==> config.mk <==
export PLATFORM = sky130hd
export DESIGN_NAME = multicycle_ctrl_flat
export DESIGN_NICKNAME = d
export VERILOG_FILES = /design/src/rtl/multicycle_ctrl_if.sv /design/src/rtl/multicycle_ctrl.sv /design/src/flat_wrapper.sv
export SDC_FILE = /design/constraint.sdc
export NUM_CORES = 1
export LEC_CHECK = 0
export CAP_MARGIN = 20
export CORE_UTILIZATION = 48
export DETAILED_ROUTE_END_ITERATION = 8
export GPL_ROUTABILITY_DRIVEN = 0
export HOLD_SLACK_MARGIN = 0.08
export PLACE_DENSITY = 0.8
export SLEW_MARGIN = 10
export SYNTH_ARGS = -nofsm -noshare
export SYNTH_HDL_FRONTEND = slang
export SYNTH_SLANG_ARGS = --single-unit
export TNS_END_PERCENT = 20
==> constraint.sdc <==
create_clock -name clk -period 3.1 [get_ports clk]
set_input_delay 0.31 -clock clk [delete_from_list [all_inputs] [get_ports clk]]
set_output_delay 0.31 -clock clk [all_outputs]
set_load 0.02 [all_outputs]
==> src/rtl/multicycle_ctrl_if.sv <==
// Control bundle between the multi-cycle sequencer and the shared MIPS datapath.
// The controller owns the master side; the datapath (or a bench) owns the slave side.
interface multicycle_ctrl_if #(
  parameter int CNT_W = 32
);
  logic [5:0]       opcode;
  logic             mem_ready;
  logic             pcwrite;
  logic             pcwrite_eq;
  logic             pcwrite_ne;
  logic             iord;
  logic             memread;
  logic             memwrite;
  logic             irwrite;
  logic             memtoreg;
  logic             regdst;
  logic             regwrite;
  logic             alusrc_a;
  logic [1:0]       alusrc_b;
  logic [1:0]       aluop;
  logic [1:0]       pcsource;
  logic             illegal;
  logic [CNT_W-1:0] instret;
  logic [3:0]       state;

  modport master (
    input  opcode, mem_ready,
    output pcwrite, pcwrite_eq, pcwrite_ne, iord, memread, memwrite, irwrite,
           memtoreg, regdst, regwrite, alusrc_a, alusrc_b, aluop, pcsource,
           illegal, instret, state
  );

  modport slave (
    output opcode, mem_ready,
    input  pcwrite, pcwrite_eq, pcwrite_ne, iord, memread, memwrite, irwrite,
           memtoreg, regdst, regwrite, alusrc_a, alusrc_b, aluop, pcsource,
           illegal, instret, state
  );
endinterface

==> src/rtl/multicycle_ctrl.sv <==
// Multi-cycle MIPS sequencer: walks each instruction through fetch/decode/execute/
// memory/writeback, stalls on mem_ready, counts retirements and flags bad opcodes.
module multicycle_ctrl #(
  parameter int CNT_W = 32
) (
  input  logic              clk,
  input  logic              rst,
  multicycle_ctrl_if.master bus
);

  typedef enum logic [3:0] {
    FETCH  = 4'd0,
    DECODE = 4'd1,
    MEMADR = 4'd2,
    MEMRD  = 4'd3,
    MEMWB  = 4'd4,
    MEMWR  = 4'd5,
    EXEC   = 4'd6,
    RWB    = 4'd7,
    BRANCH = 4'd8,
    JUMP   = 4'd9,
    IEXEC  = 4'd10,
    IWB    = 4'd11
  } state_t;

  localparam logic [5:0] OP_RTYPE = 6'b000000;
  localparam logic [5:0] OP_LW    = 6'b100011;
  localparam logic [5:0] OP_SW    = 6'b101011;
  localparam logic [5:0] OP_BEQ   = 6'b000100;
  localparam logic [5:0] OP_BNE   = 6'b000101;
  localparam logic [5:0] OP_J     = 6'b000010;
  localparam logic [5:0] OP_ADDI  = 6'b001000;

  state_t           state_reg;
  state_t           state_next;
  logic [5:0]       opcode_reg;
  logic [CNT_W-1:0] instret_reg;
  logic             retire;

  always_ff @(posedge clk) begin
    if (rst) begin
      state_reg   <= FETCH;
      opcode_reg  <= '0;
      instret_reg <= '0;
    end else begin
      state_reg <= state_next;
      if (state_reg == DECODE) begin
        opcode_reg <= bus.opcode;
      end
      if (retire) begin
        instret_reg <= instret_reg + 1'b1;
      end
    end
  end

  always_comb begin
    state_next     = state_reg;
    retire         = 1'b0;
    bus.pcwrite    = 1'b0;
    bus.pcwrite_eq = 1'b0;
    bus.pcwrite_ne = 1'b0;
    bus.iord       = 1'b0;
    bus.memread    = 1'b0;
    bus.memwrite   = 1'b0;
    bus.irwrite    = 1'b0;
    bus.memtoreg   = 1'b0;
    bus.regdst     = 1'b0;
    bus.regwrite   = 1'b0;
    bus.alusrc_a   = 1'b0;
    bus.alusrc_b   = 2'd0;
    bus.aluop      = 2'b00;
    bus.pcsource   = 2'd0;
    bus.illegal    = 1'b0;

    case (state_reg)
      FETCH: begin
        bus.memread  = 1'b1;
        bus.alusrc_b = 2'd1;
        // PC+4 and IR only commit once memory delivers the instruction word
        if (bus.mem_ready) begin
          bus.pcwrite = 1'b1;
          bus.irwrite = 1'b1;
          state_next  = DECODE;
        end
      end
      DECODE: begin
        bus.alusrc_b = 2'd3;
        case (bus.opcode)
          OP_LW, OP_SW:   state_next = MEMADR;
          OP_RTYPE:       state_next = EXEC;
          OP_BEQ, OP_BNE: state_next = BRANCH;
          OP_J:           state_next = JUMP;
          OP_ADDI:        state_next = IEXEC;
          default: begin
            state_next  = FETCH;
            bus.illegal = 1'b1;
          end
        endcase
      end
      MEMADR: begin
        bus.alusrc_a = 1'b1;
        bus.alusrc_b = 2'd2;
        state_next   = (opcode_reg == OP_LW) ? MEMRD : MEMWR;
      end
      MEMRD: begin
        bus.memread = 1'b1;
        bus.iord    = 1'b1;
        if (bus.mem_ready) begin
          state_next = MEMWB;
        end
      end
      MEMWB: begin
        bus.regwrite = 1'b1;
        bus.memtoreg = 1'b1;
        state_next   = FETCH;
        retire       = 1'b1;
      end
      MEMWR: begin
        bus.memwrite = 1'b1;
        bus.iord     = 1'b1;
        if (bus.mem_ready) begin
          state_next = FETCH;
          retire     = 1'b1;
        end
      end
      EXEC: begin
        bus.alusrc_a = 1'b1;
        bus.aluop    = 2'b10;
        state_next   = RWB;
      end
      RWB: begin
        bus.regwrite = 1'b1;
        bus.regdst   = 1'b1;
        state_next   = FETCH;
        retire       = 1'b1;
      end
      BRANCH: begin
        bus.alusrc_a   = 1'b1;
        bus.aluop      = 2'b01;
        bus.pcsource   = 2'd1;
        bus.pcwrite_eq = (opcode_reg == OP_BEQ);
        bus.pcwrite_ne = (opcode_reg == OP_BNE);
        state_next     = FETCH;
        retire         = 1'b1;
      end
      JUMP: begin
        bus.pcwrite  = 1'b1;
        bus.pcsource = 2'd2;
        state_next   = FETCH;
        retire       = 1'b1;
      end
      IEXEC: begin
        bus.alusrc_a = 1'b1;
        bus.alusrc_b = 2'd2;
        state_next   = IWB;
      end
      IWB: begin
        bus.regwrite = 1'b1;
        state_next   = FETCH;
        retire       = 1'b1;
      end
      default: begin
        state_next = FETCH;
      end
    endcase

    // Reset silences every strobe so an abandoned instruction writes nothing
    if (rst) begin
      retire         = 1'b0;
      bus.pcwrite    = 1'b0;
      bus.pcwrite_eq = 1'b0;
      bus.pcwrite_ne = 1'b0;
      bus.iord       = 1'b0;
      bus.memread    = 1'b0;
      bus.memwrite   = 1'b0;
      bus.irwrite    = 1'b0;
      bus.memtoreg   = 1'b0;
      bus.regdst     = 1'b0;
      bus.regwrite   = 1'b0;
      bus.alusrc_a   = 1'b0;
      bus.alusrc_b   = 2'd0;
      bus.aluop      = 2'b00;
      bus.pcsource   = 2'd0;
      bus.illegal    = 1'b0;
    end
  end

  assign bus.state   = state_reg;
  assign bus.instret = instret_reg;

endmodule

==> src/flat_wrapper.sv <==
// flat-port wrapper written by rule: the top's interface ports become plain ports
module multicycle_ctrl_flat 
#(
  parameter int CNT_W = 32
)
  (clk, rst, bus_opcode, bus_mem_ready, bus_pcwrite, bus_pcwrite_eq, bus_pcwrite_ne, bus_iord, bus_memread, bus_memwrite, bus_irwrite, bus_memtoreg, bus_regdst, bus_regwrite, bus_alusrc_a, bus_alusrc_b, bus_aluop, bus_pcsource, bus_illegal, bus_instret, bus_state);
  multicycle_ctrl_if #(.CNT_W(CNT_W)) bus_i ();
  input  logic clk;
  input  logic rst;
  input wire logic [$bits(bus_i.opcode)-1:0] bus_opcode;
  input wire logic [$bits(bus_i.mem_ready)-1:0] bus_mem_ready;
  output wire logic [$bits(bus_i.pcwrite)-1:0] bus_pcwrite;
  output wire logic [$bits(bus_i.pcwrite_eq)-1:0] bus_pcwrite_eq;
  output wire logic [$bits(bus_i.pcwrite_ne)-1:0] bus_pcwrite_ne;
  output wire logic [$bits(bus_i.iord)-1:0] bus_iord;
  output wire logic [$bits(bus_i.memread)-1:0] bus_memread;
  output wire logic [$bits(bus_i.memwrite)-1:0] bus_memwrite;
  output wire logic [$bits(bus_i.irwrite)-1:0] bus_irwrite;
  output wire logic [$bits(bus_i.memtoreg)-1:0] bus_memtoreg;
  output wire logic [$bits(bus_i.regdst)-1:0] bus_regdst;
  output wire logic [$bits(bus_i.regwrite)-1:0] bus_regwrite;
  output wire logic [$bits(bus_i.alusrc_a)-1:0] bus_alusrc_a;
  output wire logic [$bits(bus_i.alusrc_b)-1:0] bus_alusrc_b;
  output wire logic [$bits(bus_i.aluop)-1:0] bus_aluop;
  output wire logic [$bits(bus_i.pcsource)-1:0] bus_pcsource;
  output wire logic [$bits(bus_i.illegal)-1:0] bus_illegal;
  output wire logic [$bits(bus_i.instret)-1:0] bus_instret;
  output wire logic [$bits(bus_i.state)-1:0] bus_state;
  assign bus_i.opcode = bus_opcode;
  assign bus_i.mem_ready = bus_mem_ready;
  assign bus_pcwrite = bus_i.pcwrite;
  assign bus_pcwrite_eq = bus_i.pcwrite_eq;
  assign bus_pcwrite_ne = bus_i.pcwrite_ne;
  assign bus_iord = bus_i.iord;
  assign bus_memread = bus_i.memread;
  assign bus_memwrite = bus_i.memwrite;
  assign bus_irwrite = bus_i.irwrite;
  assign bus_memtoreg = bus_i.memtoreg;
  assign bus_regdst = bus_i.regdst;
  assign bus_regwrite = bus_i.regwrite;
  assign bus_alusrc_a = bus_i.alusrc_a;
  assign bus_alusrc_b = bus_i.alusrc_b;
  assign bus_aluop = bus_i.aluop;
  assign bus_pcsource = bus_i.pcsource;
  assign bus_illegal = bus_i.illegal;
  assign bus_instret = bus_i.instret;
  assign bus_state = bus_i.state;
  multicycle_ctrl #(.CNT_W(CNT_W)) u_core (.clk(clk), .rst(rst), .bus(bus_i));
endmodule
# Word level (Yosys, flattened, before mapping)
# Index checks and enable logic that the tools add are counted.
# totals
out_inout_bits	54
word_cells	79
in_bits	9
reg_bits	42
# op_classes
mux	40
n_eq_ne	23
n_addsub	1
reduce_logical	12
# ops
cell	count
adder 32 x 1 -> 32 bit, second input constant	1
case mux 4 bit (7 select lines)	1
2-to-1 mux 1 bit	26
== test 6 x 3 -> 1 bit, second input constant	4
case mux 4 bit (5 select lines)	1
== test 6 bit, second input constant	3
== test 4 x 3 -> 1 bit, second input constant	4
== test 4 bit, second input constant	4
2-to-1 mux 4 bit	3
OR reduction 2 bit	5
== test 4 x 2 -> 1 bit, second input constant	2
case mux 2 bit (2 select lines)	2
OR reduction 7 bit	1
== test 6 x 2 -> 1 bit, second input constant	1
== test 6 x 4 -> 1 bit, second input constant	1
logical NOT 6 bit	1
2-to-1 mux 2 bit	3
inequality test 2 bit, second input constant	3
case mux 2 bit (3 select lines)	1
OR reduction 5 bit	1
== test 4 x 1 -> 1 bit, second input constant	1
logical NOT 4 bit	1
case mux 1 bit (2 select lines)	2
OR reduction 4 bit	1
other kinds (3)	3

# Depth between registers and ports, before layout
# logic_depth
word_depth	5
depth_mapped	7
ltp_nobuf	6

# Worst setup path after synthesis
# Ideal clock, no wire load.
# synth_timing
kind	flip-flop to output port
from	reg u_core.state_reg[2], in the netlist u_core.bus.state[2]
to	out bus_pcwrite
required_time_ns	2.790
arrival_time_ns	1.822
path_slack_ns	0.968
path_buffers	2
path_stages_with_launch	6
path_cell_list	dfxtp_1 buf_2 or2_2 clkbuf_1 nor3_1 or2_2
# synth_via
elab_chain_len	3
word_cells_on_any_way	4
cone_classes	eq/ne: 1; mux: 2; reduce/logical: 1
# synth_rtl
element	line	text
start, declared	multicycle_ctrl.sv:34	state_t state_reg;
start signal, assigned	multicycle_ctrl.sv:46	state_reg <= state_next;
== test 4 bit or logical NOT 4 bit (tied branches)	multicycle_ctrl.sv:75	case (state_reg)
case mux 1 bit (2 select lines) *	multicycle_ctrl.sv:75	
2-to-1 mux 1 bit *	multicycle_ctrl.sv:168	if (rst) begin
end, declared	flat_wrapper.sv:12	output wire logic [$bits(bus_i.pcwrite)-1:0] bus_pcwrite;
# Every way passes the cells marked *; elsewhere a longest branch is shown, timed or not.

# Final worst setup path
# layout_timing
from	in bus_opcode[1]
to	out bus_illegal
# layout_via
elab_chain_len	5
word_cells_on_any_way	11
cone_classes	eq/ne: 6; mux: 3; reduce/logical: 2
# layout_rtl
element	line	text
start, declared	flat_wrapper.sv:10	input wire logic [$bits(bus_i.opcode)-1:0] bus_opcode;
== test 6 bit, or another cell as far along	multicycle_ctrl.sv:88	case (bus.opcode)
OR reduction 7 bit (no source line) *	-	
2-to-1 mux 1 bit *	multicycle_ctrl.sv:88	
2-to-1 mux 1 bit *	multicycle_ctrl.sv:75	
2-to-1 mux 1 bit *	multicycle_ctrl.sv:168	
end, declared	flat_wrapper.sv:26	output wire logic [$bits(bus_i.illegal)-1:0] bus_illegal;
# Marks and branches as above.

==> run metrics <==
status=finished with violations; failing checks=DRC; initial antenna violation count=0; Worst setup SP type=primary input; Mapped Avg Cell Area=7.744 µm²; number of flip-flops in the largest register=32; Post-CTS Repair Setup Buffers=0; Synth Area in Compound Gates=0.1466; initial drt markers=167; WL met2=2520 µm; FP Rows=24; RSZ-0062 raised after global routing=false; Required @ worst endpoint=2.79 ns; IO Port Bufs=62; Seq/Total Area, Yosys=0.3731; relative slew slack=0.5365; Initial Utilization=0.5070; Via density=5.832; largest net degree at the start of global routing=46; post-synthesis adder-cell area fraction=0.005552; H-tree level count=2; Post-synth EDFFs=0; Unique masters post-synth=40; vias in the first global route=1966; class of the most critical setup path=primary input to output port; Clock Tree Buf Depth=2; mean routed wirelength per cell=14.31 µm; number of CTS-inserted buffers=5; Die Wd=70.52 µm; HPWL reported at the end of detailed placement=3931 µm; Simple-Gate Fraction of Synth Area=0.3465; worst slew pin tran=0.6939 ns; Vias=2327; n_diodes=0; Area growth syn-to-layout=34.26%; Placed Area=2915 µm²; synth warn=0; r2r startpoint=u_core.bus.state[2]$_SDFFE_PP0P_; met3 WL=427 µm; crit path launch=bus_opcode[1]; die area=4972 µm²; Post-Syn Instances=291; Routed Wire Length=5709 µm; endpoint type of the worst setup path=output port; number of max-cap violations=0; largest family of logic cells by synthesized area=simple AND/OR/NAND/NOR gates; Max FO, Critical Path=8; CTS tree=done; Max Slew Vio Count=0; Clock Sinks=42; total gr overflow=0; clock root cell=clkbuf_8; Hold Crit Start=u_core.bus.instret[31]$_SDFFE_PP0P_; static leakage=0.001071 µW; CTS-repair resized insts=0; Critical Path AT=2.34 ns; post-synthesis xor/xnor area fraction=0.08162; CTS Hold Buffers Added=0; Worst Hold Class=register to register; top sig layer=met4; Antenna Nets Post-Route=0; share of flip-flops with an asynchronous set or reset=0; final net count=356; Die Ht=70.52 µm; Total GRT Usage=0.2315; PD cells=359.3 nW/µm²; layout cell share with drive strength beyond 1=0.04899; worst-case vdd ir drop=260.3 µV; clock skew=0.007311 ns; cell area after synthesis=2253 µm²; Achievable Freq=0.3775 GHz; DR pass1 iterations=6; Final Cell Area=3025 µm²; FF+latch count, synth=42; clk_lat worst skew=0.30 ns; post-route minimum period=2.649 ns; WL met1=2634 µm; clk slew on worst S/H paths=0.08 ns; first-pass GRT wire length=9211 µm; fin crit share=0.8545; core box area=4444 µm²; multiplexer share of the synthesized area=0.004442; Net Count, Synth=301; setup violators final=0; Final TNS setup=0 ns; Hold Vio Cnt, Final=0; DRC Markers=6; Top FF cell, synth=dfxtp_1; I/O pin count=63
## power breakdown
group / switching [µW] / leakage (µW) / internal, µW
sequential: 9.19 / 0.000339 / 545
combinational: 54.3 / 0.000680 / 41.1
clock: 197 / 0.0000514 / 240
total: 260 / 0.00107 / 827
## worst paths after layout
path                                                             to  slack, ns  depth (start not counted)
worst min-delay path            u_core.bus.instret[31]$_SDFFE_PP0P_       0.49                          2
worst max register to register  u_core.bus.instret[23]$_SDFFE_PP0P_       0.70                          5
worst min register to register  u_core.bus.instret[31]$_SDFFE_PP0P_       0.49                          2
worst max-delay path                                    bus_illegal       0.45                          7
## Yosys cell counts, drive strengths merged, types with 8 or more instances
| cell | n | area, µm² |
|---|---|---|
| dfxtp | 42 | 840.8 |
| nor2 | 37 | 138.9 |
| a21oi | 26 | 130.1 |
| nand2 | 23 | 86.33 |
| o21ai | 18 | 90.09 |
| xor2 | 17 | 148.9 |
| nand3 | 14 | 70.07 |
| and3 | 13 | 81.33 |
| clkbuf | 13 | 48.80 |
| nand4 | 12 | 90.09 |
| nor4 | 9 | 71.32 |
| or3 | 8 | 50.05 |
## cells in the final DEF, fill, tap and decap left out, types with 3 or more instances in the layout
master / n
a21oi_1: 26
and2_1: 5
and3_1: 13
buf_4: 3
clkbuf_8: 5
clkdlybuf4s50_1: 62
dfxtp_1: 42
inv_1: 6
nand2_1: 23
nand3_1: 14
nand4_1: 11
nor2_1: 37
nor3_1: 5
nor4_1: 7
o21ai_0: 18
o31ai_1: 6
or3_1: 8
or4_1: 6
xnor2_1: 4
xor2_1: 17
## kinds of logic after synthesis
group,count (synthesis)
compound gates,58
xor+xnor,21
fa+ha+maj,1
buf+inv,24
flops,42
mux,1
simple gates,144
## per-layer routing
metal / vias up / track usage
li1: 1150 / -
met1: 1077 / 0.3092
met2: 90 / 0.3581
met3: 10 / 0.05339
met4: 0 / 0.09977
met5: - / 0
## critical path, stage by stage
cell             delay [ns]
clkdlybuf4s50_1        0.62
nor2_1                 0.10
and2_1                 0.17
o21bai_1               0.13
a21oi_1                0.07
nor4_1                 0.28
clkdlybuf4s50_1        0.66
## final cells by class
| cell class | instances | area [µm²] |
|---|---|---|
| fill | 377 | 1419 |
| multi-input combinational | 225 | 1324 |
| sequential | 42 | 840.8 |
| timing repair buffer | 66 | 663.1 |
| clock buffer | 6 | 72.57 |
| tap | 52 | 65.06 |
| clock inverter | 2 | 37.54 |
| inverter | 6 | 22.52 |
## metrics by stage
stage	power [µW]	std cells	hold WS (ns)	worst slack, ns	utilization
4_1_cts	1093	399	0.4892	0.4526	0.6807
6_report	1087	399	0.4898	0.4511	0.6807
3_3_place_gp	661.1	391	0.4623	0.5053	0.6560
2_1_floorplan	619.1	291	0.4460	0.9675	-
3_5_place_dp	661.2	391	0.4765	0.4794	0.6560
5_1_grt	1129	399	0.5092	0.3006	0.6807
(Power assumes the default switching activity.)
